File: src/rtl/tcam_cfg_sequencer.sv
// Host-driven TCAM/action table update sequencer: drains in-flight lookups,
// then writes mask, value and action (or the default action) for one entry.
module tcam_cfg_sequencer #(
    parameter int unsigned ENTRIES   = 16,
    parameter int unsigned KEY_W     = 128,
    parameter int unsigned ACTION_W  = 64,
    parameter int unsigned DRAIN_CYC = 4,
    localparam int unsigned IDX_W    = (ENTRIES > 1) ? $clog2(ENTRIES) : 1
) (
    input  logic                clk,
    input  logic                rst,
    input  logic                cmd_valid,
    output logic                cmd_ready,
    input  logic [1:0]          cmd_op,
    input  logic [IDX_W-1:0]    cmd_idx,
    input  logic [KEY_W-1:0]    cmd_value,
    input  logic [KEY_W-1:0]    cmd_mask,
    input  logic [ACTION_W-1:0] cmd_action,
    input  logic                key_valid_in,
    output logic                key_ready_out,
    output logic                key_valid_out,
    output logic                tcam_wr_en,
    output logic                tcam_wr_is_mask,
    output logic [IDX_W-1:0]    tcam_wr_addr,
    output logic [KEY_W-1:0]    tcam_wr_data,
    output logic                action_wr_en,
    output logic [IDX_W-1:0]    action_wr_addr,
    output logic [ACTION_W-1:0] action_wr_data,
    output logic                action_wr_default,
    output logic [ACTION_W-1:0] action_default_data,
    output logic                cmd_done,
    output logic                cmd_err,
    output logic [15:0]         upd_count
);

    localparam int unsigned CNT_W = 8;
    localparam logic [1:0] OP_INSTALL = 2'b00;
    localparam logic [1:0] OP_DELETE  = 2'b01;
    localparam logic [1:0] OP_DEFAULT = 2'b10;
    localparam logic [1:0] OP_ILLEGAL = 2'b11;

    typedef enum logic [2:0] {
        IDLE, DRAIN, WR_MASK, WR_VAL, WR_ACT, WR_DEF, DONE, ERR
    } state_t;

    state_t              state;
    state_t              state_next;
    logic [1:0]          op_q;
    logic [IDX_W-1:0]    idx_q;
    logic [KEY_W-1:0]    value_q;
    logic [KEY_W-1:0]    mask_q;
    logic [ACTION_W-1:0] action_q;
    logic [CNT_W-1:0]    drain_cnt;
    logic                accept;
    logic                cmd_illegal;
    logic                is_delete;

    assign accept      = cmd_valid && (state == IDLE);
    assign cmd_illegal = (cmd_op == OP_ILLEGAL) ||
                         ((cmd_op != OP_DEFAULT) && (32'(cmd_idx) >= ENTRIES));
    assign is_delete   = (op_q == OP_DELETE);

    // Lookups pass only while no table update is in progress.
    assign key_valid_out = key_valid_in && key_ready_out;

    // Next-state logic.
    always_comb begin
        state_next = state;
        unique case (state)
            IDLE:    if (accept) state_next = cmd_illegal ? ERR : DRAIN;
            DRAIN:   if (drain_cnt == '0)
                         state_next = (op_q == OP_DEFAULT) ? WR_DEF : WR_MASK;
            WR_MASK: state_next = WR_VAL;
            WR_VAL:  state_next = WR_ACT;
            WR_ACT:  state_next = DONE;
            WR_DEF:  state_next = DONE;
            DONE:    state_next = IDLE;
            ERR:     state_next = IDLE;
            default: state_next = IDLE;
        endcase
    end

    // State, captured command fields and registered outputs (decoded from next state).
    always_ff @(posedge clk) begin
        if (rst) begin
            state               <= IDLE;
            op_q                <= OP_INSTALL;
            idx_q               <= '0;
            value_q             <= '0;
            mask_q              <= '0;
            action_q            <= '0;
            drain_cnt           <= '0;
            cmd_ready           <= 1'b1;
            key_ready_out       <= 1'b1;
            tcam_wr_en          <= 1'b0;
            tcam_wr_is_mask     <= 1'b0;
            tcam_wr_addr        <= '0;
            tcam_wr_data        <= '0;
            action_wr_en        <= 1'b0;
            action_wr_addr      <= '0;
            action_wr_data      <= '0;
            action_wr_default   <= 1'b0;
            action_default_data <= '0;
            cmd_done            <= 1'b0;
            cmd_err             <= 1'b0;
            upd_count           <= '0;
        end else begin
            state <= state_next;
            if (accept) begin
                op_q      <= cmd_op;
                idx_q     <= cmd_idx;
                value_q   <= cmd_value;
                mask_q    <= cmd_mask;
                action_q  <= cmd_action;
                drain_cnt <= CNT_W'(DRAIN_CYC - 1);
            end else if ((state == DRAIN) && (drain_cnt != '0)) begin
                drain_cnt <= drain_cnt - CNT_W'(1);
            end

            cmd_ready           <= (state_next == IDLE);
            key_ready_out       <= (state_next == IDLE) || (state_next == ERR);
            tcam_wr_en          <= (state_next == WR_MASK) || (state_next == WR_VAL);
            tcam_wr_is_mask     <= (state_next == WR_MASK);
            tcam_wr_addr        <= idx_q;
            // Delete parks the entry on an all-ones key with all bits cared.
            tcam_wr_data        <= is_delete ? '1 :
                                   ((state_next == WR_MASK) ? mask_q : value_q);
            action_wr_en        <= (state_next == WR_ACT);
            action_wr_addr      <= idx_q;
            action_wr_data      <= is_delete ? '0 : action_q;
            action_wr_default   <= (state_next == WR_DEF);
            action_default_data <= action_q;
            cmd_done            <= (state_next == DONE) || (state_next == ERR);
            cmd_err             <= (state_next == ERR);
            if ((state_next == DONE) && (upd_count != 16'hFFFF))
                upd_count <= upd_count + 16'd1;
        end
    end

endmodule
File: config.mk
export PLATFORM = sky130hd
export DESIGN_NAME = tcam_cfg_sequencer
export DESIGN_NICKNAME = d
export VERILOG_FILES = /design/src/rtl/tcam_cfg_sequencer.sv
export SDC_FILE = /design/constraint.sdc
export NUM_CORES = 1
export LEC_CHECK = 0
export BUFFER_PORTS_ARGS = -buffer_cell sky130_fd_sc_hd__buf_4
export CORE_ASPECT_RATIO = 1.75
export CORE_MARGIN = 2
export CORE_UTILIZATION = 33
export CTS_CLUSTER_SIZE = 20
export DETAILED_ROUTE_END_ITERATION = 8
export GPL_TIMING_DRIVEN = 0
export PLACE_DENSITY = 0.61
export SYNTH_ARGS = -nofsm -noshare
export SYNTH_HDL_FRONTEND = slang
export SYNTH_SLANG_ARGS = --single-unit
File: constraint.sdc
create_clock -name clk -period 5.1 [get_ports clk]
set_input_delay 0.765 -clock clk [delete_from_list [all_inputs] [get_ports clk]]
set_output_delay 0.765 -clock clk [all_outputs]
set_load 0.005 [all_outputs]
# Word level (Yosys, flattened, before mapping)
# Cells that the tools add are included.
dict set report totals {
  input_bits 330
  out_inout_bits 289
  ff_bits 621
  elab_cells 65
}
dict set report op_classes {
  n_mux 9
  n_reduce_logical 16
  n_eq_ne 17
  add_sub_neg 2
}
# operator n
set op_table {}
lappend op_table {{128-bit two-way mux} 2}
lappend op_table {{3-bit equality test, second input constant} 8}
lappend op_table {{3-bit one-hot mux with 6 select lines} 1}
lappend op_table {{16-bit by 1-bit adder with 16-bit output, second input constant} 1}
lappend op_table {{16-bit != test, second input constant} 1}
lappend op_table {{3-bit by 2-bit equality test with 1-bit output, second input constant} 4}
lappend op_table {{3-bit two-way mux} 4}
lappend op_table {{8-bit logical NOT} 1}
lappend op_table {{8-bit nonzero test} 1}
lappend op_table {{2-bit OR reduction} 4}
lappend op_table {{8-bit by 1-bit subtractor with 8-bit output, second input constant} 1}
lappend op_table {{3-bit logical NOT} 2}
lappend op_table {{2-bit equality test, second input constant} 2}
lappend op_table {{1-bit logical AND} 4}
lappend op_table {{2-bit two-way mux} 2}
lappend op_table {{3-bit by 1-bit equality test with 1-bit output, second input constant} 1}
lappend op_table {{1-bit logical OR} 3}
lappend op_table {{2-bit by 1-bit equality test with 1-bit output, second input constant} 1}
lappend op_table {{2-bit nonzero test} 1}

# Longest topological paths before layout
dict set report depth {
  depth_word 7
  depth_mapped 9
  mapped_depth_nobuf 6
}

# Worst setup path after synthesis
# No wires, ideal clock.
dict set report synth_timing {
  kind {reg-to-reg}
  start {register drain_cnt[0]}
  end {register tcam_wr_data[63]}
  arrival_time_ns 2.156
  slack_ns 2.812
  n_path_buf 3
  stages_incl_launch_ff 10
  setup_ns 0.132
  t_required_ns 4.968
  synth_period_minus_slack_ns 2.288
  cell_sequence {dfxtp_1 inv_1 ha_1 or3b_2 buf_6 or4_4 buf_2 clkbuf_1 o21ai_0 a21oi_1}
}
dict set report synth_between {
  elab_chain_len 6
}
# element line_no
set synth_lines {}
lappend synth_lines {{from (decl)} 53} ;# logic [CNT_W-1:0] drain_cnt;
lappend synth_lines {{from (signal assigned)} 115} ;# drain_cnt <= CNT_W'(DRAIN_CYC - 1);
lappend synth_lines {{from (signal assigned)} 117} ;# drain_cnt <= drain_cnt - CNT_W'(1);
lappend synth_lines {{8-bit logical NOT} 71} ;# DRAIN: if (drain_cnt == '0)
lappend synth_lines {{3-bit two-way mux} 71}
lappend synth_lines {{3-bit one-hot mux with 6 select lines} 69} ;# unique case (state)
lappend synth_lines {{3-bit by 2-bit equality test with 1-bit output} 127} ;# ((state_next == WR_MASK) ? mask_q : value_q);
lappend synth_lines {{128-bit two-way mux} 127}
lappend synth_lines {{128-bit two-way mux} 126} ;# tcam_wr_data <= is_delete ? '1 :
lappend synth_lines {{to (signal assigned)} 126}
lappend synth_lines {{to (decl)} 25} ;# output logic [KEY_W-1:0] tcam_wr_data,
# Every way passes these cells.
# A chain may end at the register's enable or synchronous reset.

# Worst setup path in the final report
dict set report layout_timing {
  start {register state[2]}
  end {register mask_q[105]}
}
dict set report layout_between {
  elab_chain_len 2
}
# element line_no
set layout_lines {}
lappend layout_lines {{from (decl)} 46} ;# state_t state;
lappend layout_lines {{from (signal assigned)} 108} ;# state <= state_next;
lappend layout_lines {{3-bit logical NOT} 58} ;# assign accept = cmd_valid && (state == IDLE);
lappend layout_lines {{1-bit logical AND} 58}
lappend layout_lines {{to (signal assigned)} 113} ;# mask_q <= cmd_mask;
lappend layout_lines {{to (decl)} 51} ;# logic [KEY_W-1:0] mask_q;
# Every way passes these cells.

==> metrics.txt <==
PortBufs=618; Max Cap Violations=0; top_reg_cell synth=dfxtp_1; die footprint=66780 µm²; layout cells sized above 1=23.62%; Synth cell types=55; worst hold path type=in2reg; relative slew slack=between 10% and 20%; CTS tree=built; non-filler cells, final=4039; met1 wire length=roughly 29000 µm; TritonCTS Buffers=between 50 and 60; fin crit period=about 3.7 ns; Area growth syn-to-layout=35.68%; Setup Viol. Count Final=0; Final Power=0.01519 W; commonest cells in the synthesized netlist=nand2_1, dfxtp_1, a21oi_1; Die Wd=196.2 µm; post-route ant nets=0; WL met2=42970 µm; fraction of registers with async set/reset=0%; sequential area share after synthesis=around three fifths; Via-to-Cell Ratio=4.923; Yosys reg bits=roughly 620; hpwl dp=about 63000 µm; worst path required time=5.66 ns; via count=19880; most frequent cell after synthesis=nand2_1; clk_lat worst skew=0.64 ns; Setup Buffers After CTS=0; Routability Congestion=0.8557; clock skew=0.02434 ns; H-tree depth=2; crit path DAT=4.30 ns; VDD IR-drop max=0.3622 mV; starting density of the core=33.24%; largest net degree at the start of global routing=16; top cell type's share of synthesized area=58.28%; hold_ws=0.3683 ns; area leader, netlist=dfxtp_1; DR iter-0 viols=849; Cells after Synth=2494; Final Hold Fails=0; Mapped Area=21330 µm²; Area contributors post-synth=dfxtp_1, nand2_1, a21oi_1; post-CTS sizing=0; setup TNS=0 ns; # DRC=0; Nets=3504; CTS Buffer Depth=3; clock slew at the register clock pins of the worst setup and hold paths=0.07 ns; Max Freq=267.1 MHz; CTS root buf=clkbuf_16; drt first pass iters=5; Hold-fix buffers, CTS=0; highest metal used=met5; I/O pins=619; std cell rows=123; vias in the first global route=19690; startpoint types=register; Met3 Wirelength=6597 µm; drt wl/cell=20.33 µm; syn_area_per_cell=around 8.6 µm²; Setup CP Type=reg2reg; status=completed; synth warn=0; GRT Util Overall=a little under a quarter; clk sinks=621; grt ovf=0; area post-placement=26990 µm²; Max FO, Critical Path=10; Total Routed Length=82130 µm; RSZ-0062 raised after global routing=no; first-pass GRT wire length=119500 µm; Mapped Nets=2827; Worst Tran Pin Value=1.294 ns; leakage=11.62 nW; Final Max Slew Viols=0; number of flops mapped to enable cells by yosys=0; Pwr per Cell Area=524.7 nW/µm²; Final Instance Area=28950 µm²; Inst Count DP=3924; element type at the critical path end=register; core box area=64180 µm²; Die H=340.3 µm; crit share post-route=73.40%; initial antenna violation count=17
[critical path: stages (launching register included)]
cell	delay, ns
dfxtp_1	0.37
clkbuf_1	0.77
buf_2	0.58
nor2_1	0.13
nand3b_1	0.19
clkbuf_1	0.78
clkbuf_1	0.53
nand2_1	0.11
a21oi_1	0.17
[where the power goes]
| group | internal, W | switching (W) | leakage, nW |
|---|---|---|---|
| Sequential | 0.00578 | 0.000443 | 5.07 |
| Combinational | 0.00162 | 0.00295 | 5.60 |
| Clock | 0.00241 | 0.00199 | 0.951 |
[metal layers]
metal	GRT usage (%)	up-vias
li1	-	9738
met4	10.04	12
met1	24.50	9196
met5	0	-
met3	6.520	163
met2	44.91	773
[kinds of logic (layout without fill, tap and decap cells)]
kind of cell	count (synthesis)	in the layout	share of synthesized area [%]
other cells	0	9	0
simple gates	873	873	17.90
fa+ha+maj	3	3	0.1760
mux	3	3	0.1583
xor+xnor	5	5	0.2053
flops	621	621	58.28
buf+inv	231	955	4.334
compound gates	758	758	18.95
[final timing paths]
| kind | from | endpoint | slack (ns) | cells past startpoint |
|---|---|---|---|---|
| worst max-delay path | state[2]$_SDFF_PP0_ | mask_q[105]$_SDFFE_PP0P_ | 1.36 | 8 |
| worst min-delay path | cmd_action[59] | action_q[59]$_SDFFE_PP0P_ | 0.37 | 3 |
| worst max register to register | state[2]$_SDFF_PP0_ | mask_q[105]$_SDFFE_PP0P_ | 1.36 | 8 |
| worst min register to register | idx_q[2]$_SDFFE_PP0P_ | idx_q[2]$_SDFFE_PP0P_ | 0.45 | 2 |
[cell type report]
type                       instances  area, µm²
antenna                            9      22.52
buffer                           222      894.6
clock buffer                      75       1655
clock inverter                    31      275.3
fill                            6567      35230
inverter                           9      33.78
multi-input combinational       1642       7976
sequential                       621      12430
tap                              812       1016
timing repair buffer             618       4639
[stage by stage]
step / setup WS (ns) / util (%)
floorplan: 2.812 / -
global placement: 0.7638 / 42.05
detailed placement: 1.179 / 42.06
CTS: 1.155 / 45.07
global route: 1.025 / 45.10
finish: 1.357 / 45.10
[sequential cells by signal (all words and copies together) (netlist names), 8 cells and up]
signal,count
mask_q,128
action_wr_data,64
value_q,128
drain_cnt,8
action_q,64
action_default_data,64
upd_count,16
tcam_wr_data,128
[cell usage in the layout, fill, tap and decap left out, drive strengths merged, types with 2 or more instances in the layout]
master    netlist  final
a211oi          3      3
a21oi         468    468
a31oi         130    130
and2           67     67
and3            2      2
and4            2      2
buf            25    643
bufinv          0      2
clkbuf        197    272
clkinv          0     19
clkinvlp        0      6
dfxtp         621    621
diode           0      9
ha              3      3
inv             9     13
mux2            3      3
nand2         656    656
nand2b          7      7
nand3           6      6
nand4           6      6
nand4b          2      2
nor2           19     19
nor2b          74     74
nor3            4      4
nor4            4      4
nor4b           2      2
o2111ai         3      3
o211ai          2      2
o21ai         136    136
o31ai           3      3
o41ai           3      3
or2             2      2
or3             7      7
or4             8      8
xnor2           2      2
xor2            3      3
Note: power is estimated with default switching activity, not from simulation.
